### config.mk
export PLATFORM = sky130hd
export DESIGN_NAME = clk_div_prog
export DESIGN_NICKNAME = d
export VERILOG_FILES = /design/src/rtl/clk_div_prog.sv
export SDC_FILE = /design/constraint.sdc
export NUM_CORES = 1
export LEC_CHECK = 0
export CAP_MARGIN = 10
export CORE_MARGIN = 2
export CORE_UTILIZATION = 49
export CTS_CLUSTER_SIZE = 12
export DETAILED_ROUTE_END_ITERATION = 7
export PLACE_DENSITY = 0.81
export SKIP_CTS_REPAIR_TIMING = 1
export SLEW_MARGIN = 15
export SYNTH_ARGS = -nofsm -noshare
export SYNTH_HDL_FRONTEND = slang
export SYNTH_SLANG_ARGS = --single-unit
### constraint.sdc
create_clock -name clk -period 2.3 [get_ports clk]
set_clock_uncertainty 0.05 [all_clocks]
set_input_delay 0.46 -clock clk [delete_from_list [all_inputs] [get_ports clk]]
set_output_delay 0.46 -clock clk [all_outputs]
set_load 0.05 [all_outputs]
### src/rtl/clk_div_prog.sv
// ============================================================================
// Module   : clk_div_prog
// Brief    : Runtime-programmable integer clock divider (D = 2..2^DIV_W-1).
//            Divisor changes take effect only at the period wrap.
//            Optional macro CLK_DIV_ODD_DUTY50_EN gives 50% duty for odd D.
// Revision : 1.0 - initial release
// ============================================================================
`default_nettype none

module clk_div_prog #(
    parameter int DIV_W       = 8,
    parameter int DEFAULT_DIV = 4
) (
    input  logic             clk,
    input  logic             rst,
    input  logic             en,
    input  logic [DIV_W-1:0] div_in,
    input  logic             div_load,
    output logic             clk_out,
    output logic             tick,
    output logic [DIV_W-1:0] div_cur,
    output logic             pending,
    output logic             div_err
);

    localparam logic [DIV_W-1:0] c_default = DIV_W'(DEFAULT_DIV);
    localparam logic [DIV_W-1:0] c_one     = DIV_W'(1);
    localparam logic [DIV_W-1:0] c_two     = DIV_W'(2);

    logic [DIV_W-1:0] r_cnt;
    logic [DIV_W-1:0] r_d_act;
    logic [DIV_W-1:0] r_shadow;
    logic             r_q_pos;
    logic             r_tick;
    logic             r_pending;
    logic             r_div_err;

    logic [DIV_W-1:0] w_last;
    logic [DIV_W-1:0] w_high;
    logic             w_wrap;
    logic             w_legal;

    assign w_last  = r_d_act - c_one;
    assign w_wrap  = en && (r_cnt == w_last);
    assign w_legal = (div_in >= c_two);

`ifdef CLK_DIV_ODD_DUTY50_EN
    // Odd D rounds the posedge high time down; the negedge flop adds the half cycle.
    assign w_high = r_d_act >> 1;
`else
    assign w_high = (r_d_act >> 1) + {{(DIV_W-1){1'b0}}, r_d_act[0]};
`endif

    always_ff @(posedge clk) begin
        if (rst) begin
            r_cnt     <= '0;
            r_q_pos   <= 1'b0;
            r_tick    <= 1'b0;
            r_d_act   <= c_default;
            r_shadow  <= c_default;
            r_pending <= 1'b0;
            r_div_err <= 1'b0;
        end else begin
            r_div_err <= div_load && !w_legal;

            if (en) begin
                r_cnt   <= w_wrap ? '0 : r_cnt + c_one;
                r_q_pos <= (r_cnt < w_high);
                r_tick  <= (r_cnt == '0);
            end else begin
                r_tick  <= 1'b0;
            end

            // A legal load on the wrap cycle bypasses the shadow entirely.
            if (div_load && w_legal) begin
                if (w_wrap) begin
                    r_d_act   <= div_in;
                    r_pending <= 1'b0;
                end else begin
                    r_shadow  <= div_in;
                    r_pending <= 1'b1;
                end
            end else if (w_wrap && r_pending) begin
                r_d_act   <= r_shadow;
                r_pending <= 1'b0;
            end
        end
    end

`ifdef CLK_DIV_ODD_DUTY50_EN
    logic r_q_neg;
    logic r_odd;

    // Parity is captured alongside q_pos so it tracks the period being generated.
    always_ff @(posedge clk) begin
        if (rst) begin
            r_odd <= 1'b0;
        end else if (en) begin
            r_odd <= r_d_act[0];
        end
    end

    always_ff @(negedge clk) begin
        if (rst) begin
            r_q_neg <= 1'b0;
        end else begin
            r_q_neg <= r_q_pos;
        end
    end

    assign clk_out = r_q_pos | (r_q_neg & r_odd);
`else
    assign clk_out = r_q_pos;
`endif

    assign tick    = r_tick;
    assign div_cur = r_d_act;
    assign pending = r_pending;
    assign div_err = r_div_err;

endmodule

`default_nettype wire
==> flow_metrics.env, run 1 <==
export IMPL_syn_to_final_growth_pct=33.9
export IMPL_wl_um=4790
export IMPL_rows=21
export IMPL_post_route_drc_count=0
export IMPL_multi_input_area_um2=1190
export IMPL_grt_max_degree=17
export IMPL_drtIter0Drc=77
export IMPL_ys_top_cells_by_area="dfxtp_1 31%, ha_1 8.4%, xor2_1 5.9%, a21oi_1 4.7%, xnor2_1 4.4%"
export IMPL_crit_type="reg2reg"
export IMPL_slowest_delay_ns=0.38
export IMPL_die_h_um=64.5
export IMPL_timing_fmax_mhz=446
export IMPL_clk_pin_slew_ns=0.16
export IMPL_setup_viol=0
export IMPL_die_area_um2=4160
export IMPL_rsz0062_at_grt="yes"
export IMPL_synth_nets=232
export IMPL_grt_util_all_layers_pct=23.8
export IMPL_die_width_um=64.5
export IMPL_grt_pass1_vias=1627
export IMPL_power_density_nw_per_um2=431
export IMPL_tns_ns=0
export IMPL_netlist_area_um2=1790
export IMPL_seq_area_frac_synth_pct=31.3
export IMPL_fillerInstances=265
export IMPL_cts_buffers_inserted=3
export IMPL_synth_area_leader_cell="dfxtp_1"
export IMPL_worst_path_max_delay_cell="dfxtp_4"
export IMPL_vdd_drop_max_mv=0.568
export IMPL_hold_slack_ns=0.436
export IMPL_worst_path_buf_inv=3
export IMPL_crit_arrival_ns=2.46
export IMPL_final_core_util_pct=70.3
export IMPL_slew_viol_final=0
export IMPL_htreeDepth=1
export IMPL_maxSlewHeadroom_pct=66.4
export IMPL_final_cell_count_no_fill=297
export IMPL_finalHoldViolCount=0
export IMPL_tightest_slew_ns=0.503
export IMPL_clk_latency_ns=0.35
export IMPL_io_buffer_count=23
export IMPL_yosys_warnings=0
export IMPL_cts_tree="done"
export IMPL_worstPathRequired_ns=2.52
export IMPL_placed_cell_area_um2=2250
export IMPL_maxCapViolations=0
export IMPL_diodes=0
export IMPL_cts_buffer_depth=2
export IMPL_postSynthAreaPerCell_um2=8.61
export IMPL_grt_pass1_wl_um=7620
export IMPL_synth_edff_count=0
export IMPL_min_period_over_period_pct=97.4
export IMPL_timing_final_ws_setup_ns=0.0602
export IMPL_nNetsFinal=276
export IMPL_design_portCount=24
export IMPL_synth_top_area_share_pct=31.3
export IMPL_ys_flop_type="dfxtp_1"
export IMPL_viasPerCell=5.79
export IMPL_cp_top_family="compound AO/OA/AOI/OAI gates"
export IMPL_synth_distinct_cells=43
export IMPL_cp_cell_sequence="inv_2, ha_4, o21ba_2, a221oi_2, a41oi_2, buf_4, a211oi_4, buf_12, a21oi_1, a311oi_1"
export IMPL_postRouteAntennaNets=0
export IMPL_start_util_pct=52.5
export IMPL_dr_pass1_iters=4
export IMPL_p_leak_nw=0.992
export IMPL_synthCells=208
export IMPL_regArea_um2=577
export IMPL_dp_cells=291
export IMPL_crit_fanout=7
export IMPL_pre_cts_ws_ns=-0.280
export IMPL_clk_root_buffer_cell="clkbuf_4"
export IMPL_hp_class="reg2reg"
export IMPL_total_power_mw=1.04
export IMPL_coreArea_um2=3420
export IMPL_ys_ff_latch=28
export IMPL_drive_gt1_share_pct=25.9
export IMPL_dpl_hpwl_um=3370
export IMPL_final_design_area_no_fill_um2=2400
export IMPL_gp_congestion=0.820
export IMPL_status="finished clean"
export IMPL_cts_sinks=28
export IMPL_min_period_ns=2.24
export IMPL_postSynth_asyncResetShare_pct=0
export IMPL_cp_start_kind="flip-flop"
export IMPL_cp_end_kind="flip-flop"
export IMPL_antenna_found_initial=0
export IMPL_num_vias=1720
export IMPL_grt_ovfl_total=0
export IMPL_wl_per_cell_um=16.1
## power by group
group / internal, mW / switching, mW
Combinational: 0.0837 / 0.106
Clock: 0.177 / 0.160
Sequential: 0.498 / 0.0114
## cell families after synthesis
family | after synthesis | synth area share [%]
simple gates | 74 | 22.5
compound gates | 48 | 19.6
flops | 28 | 31.3
xor+xnor | 21 | 10.3
buf+inv | 21 | 5.73
fa+ha+maj | 12 | 8.38
mux | 4 | 2.23
## tightest hold or removal path, delay by kind of cell, from the launching register on
family / cells / cell delay (ns)
flip-flops: 1 / 0.35
multiplexers: 1 / 0.06
AND/OR/NAND/NOR: 1 / 0.06
## routing by layer
layer / vias up / global-route usage, % / routed length, µm
met5: - / 0 / 0
met4: 0 / 7.45 / 83
met3: 11 / 2.95 / 250
met2: 54 / 40.8 / 2310
met1: 829 / 31.3 / 2150
li1: 826 / - / -
## cell usage after synthesis (all sizes together) (3+ instances only)
cell	n
a211oi	5
a21o	3
a21oi	18
a311oi	4
and3	5
buf	8
clkbuf	7
dfxtp	28
ha	12
inv	5
mux2i	4
nand2	18
nand2b	4
nand3	15
nor2	15
nor3	3
nor4	4
o21ai	9
xnor2	9
xor2	12
## state kept, by name (all words and copies together) (netlist names)
| register | count |
|---|---|
| clk_out | 1 |
| div_cur | 8 |
| div_err | 1 |
| pending | 1 |
| r_cnt | 8 |
| r_shadow | 8 |
| tick | 1 |
## worst paths after layout
kind | cells past startpoint | from | to | slack (ns)
worst min-delay path | 2 | r_shadow[0] | r_shadow[0] | 0.44
worst min register to register | 2 | r_shadow[0] | r_shadow[0] | 0.44
worst max register to register | 10 | div_cur[0] | div_cur[7] | 0.06
worst max-delay path | 10 | div_cur[0] | div_cur[7] | 0.06
## layout by cell type (no fill, tap or decap), drive strengths merged, types with 3 or more instances in the layout
cell type	Yosys	layout
a311oi	4	4
inv	5	5
nor2	15	15
a21oi	18	18
nor4	4	4
xor2	12	12
nand3	15	15
clkdlybuf4s50	0	22
xnor2	9	9
o21ai	9	9
clkbuf	7	4
nand2	18	18
dfxtp	28	28
nor3	3	3
a21o	3	3
a211oi	5	5
buf	8	30
ha	12	12
and3	5	5
mux2i	4	4
nand2b	4	4
## area by class of cell
cell class	instances	share of cell area (%)
Sequential cell	28	24.0
Tap cell	46	2.40
Timing Repair Buffer	54	20.6
Inverter	6	0.938
Multi-Input combinational cell	159	49.8
Clock buffer	3	0.938
Clock inverter	1	1.25
(Power assumes the default switching activity.)
==> run 2: changes to the inputs <==
Settings changed: RECOVER_POWER set to 50.
==> flow_metrics.env, run 2 (synthesis results as in run 1) <==
export IMPL_status="finished clean"
export IMPL_min_period_over_period_pct=97.4
export IMPL_power_density_nw_per_um2=432
export IMPL_grt_ovfl_total=0
export IMPL_worstPathRequired_ns=2.52
export IMPL_die_h_um=64.5
export IMPL_post_route_drc_count=0
export IMPL_crit_fanout=7
export IMPL_io_buffer_count=23
export IMPL_nNetsFinal=276
export IMPL_gp_congestion=0.820
export IMPL_timing_fmax_mhz=446
export IMPL_die_area_um2=4160
export IMPL_slew_viol_final=0
export IMPL_cp_start_kind="flip-flop"
export IMPL_start_util_pct=52.5
export IMPL_clk_latency_ns=0.35
export IMPL_maxSlewHeadroom_pct=66.4
export IMPL_dpl_hpwl_um=3370
export IMPL_grt_max_degree=17
export IMPL_dr_pass1_iters=4
export IMPL_vdd_drop_max_mv=0.568
export IMPL_finalHoldViolCount=0
export IMPL_diodes=0
export IMPL_coreArea_um2=3420
export IMPL_mostFrequentLayoutCells="28 x buf_4, 23 x dfxtp_1, 22 x clkdlybuf4s50_1, 17 x nand2_1"
export IMPL_tightest_slew_ns=0.503
export IMPL_cts_sinks=28
export IMPL_maxCapViolations=0
export IMPL_setup_viol=0
export IMPL_htreeDepth=1
export IMPL_crit_type="reg2reg"
export IMPL_antenna_found_initial=0
export IMPL_drive_gt1_share_pct=25.5
export IMPL_design_portCount=24
export IMPL_final_cell_count_no_fill=297
export IMPL_hp_class="reg2reg"
export IMPL_tns_ns=0
export IMPL_p_leak_nw=0.988
export IMPL_cp_end_kind="flip-flop"
export IMPL_fillerInstances=265
export IMPL_placed_cell_area_um2=2250
export IMPL_grt_pass1_vias=1627
export IMPL_clk_pin_slew_ns=0.16
export IMPL_cts_tree="done"
export IMPL_clk_root_buffer_cell="clkbuf_4"
export IMPL_cts_buffer_depth=2
export IMPL_min_period_ns=2.24
export IMPL_rsz0062_at_grt="yes"
export IMPL_syn_to_final_growth_pct=33.7
export IMPL_final_core_util_pct=70.1
export IMPL_viasPerCell=5.78
export IMPL_wl_um=4770
export IMPL_grt_util_all_layers_pct=23.8
export IMPL_final_design_area_no_fill_um2=2400
export IMPL_crit_arrival_ns=2.46
export IMPL_dp_cells=291
export IMPL_postRouteAntennaNets=0
export IMPL_num_vias=1718
export IMPL_rows=21
export IMPL_wl_per_cell_um=16.1
export IMPL_final_common_cell="buf_4"
export IMPL_cts_buffers_inserted=3
export IMPL_die_width_um=64.5
export IMPL_drtIter0Drc=77
export IMPL_grt_pass1_wl_um=7620
run 2: per-stage QoR:
stage / power (mW) / hold WS [ns] / setup WS [ns]
2_1_floorplan: 0.621 / 0.384 / 0.00794
3_3_place_gp: 0.692 / 0.393 / -0.189
3_5_place_dp: 0.696 / 0.406 / -0.280
4_1_cts: 1.02 / 0.425 / -0.00408
5_1_grt: 1.08 / 0.462 / -0.0484
6_report: 1.03 / 0.436 / 0.0598
run 2: report_power, final:
part / switching (mW) / internal, mW
Clock: 0.160 / 0.177
Combinational: 0.105 / 0.0829
Sequential: 0.0113 / 0.498
Total: 0.277 / 0.758
run 2: critical path, cell delays in order (launching register included):
cell and delay (ns):
dfxtp_4 0.38, inv_2 0.04, ha_4 0.17, o21ba_2 0.20, a221oi_2 0.26, a41oi_2 0.07
buf_4 0.17, a211oi_4 0.34, buf_12 0.17, a21oi_1 0.07, a311oi_1 0.23
run 2: layer usage:
| metal | share of wire (%) | vias to the layer above | track usage [%] |
|---|---|---|---|
| met4 | 1.6 | 0 | 7.45 |
| met2 | 48 | 55 | 40.8 |
| met3 | 5.5 | 10 | 2.95 |
| met5 | 0 | - | 0 |
| met1 | 45 | 825 | 31.3 |
| li1 | - | 828 | - |
run 2: worst paths after layout:
| check | start | endpoint | cells past startpoint | slack, ns |
|---|---|---|---|---|
| min reg2reg | r_shadow[3] | r_shadow[3] | 2 | 0.44 |
| max | div_cur[0] | div_cur[7] | 10 | 0.06 |
| min | r_shadow[3] | r_shadow[3] | 2 | 0.44 |
| max reg2reg | div_cur[0] | div_cur[7] | 10 | 0.06 |
run 2: cell type report:
cell class,instances,area (µm²),area share (%)
Multi-Input combinational cell,159,1190,49.9
Timing Repair Buffer,54,492,20.5
Inverter,6,22.5,0.940
Sequential cell,28,577,24.1
Clock inverter,1,30.0,1.25
Tap cell,46,57.6,2.40
Clock buffer,3,22.5,0.940
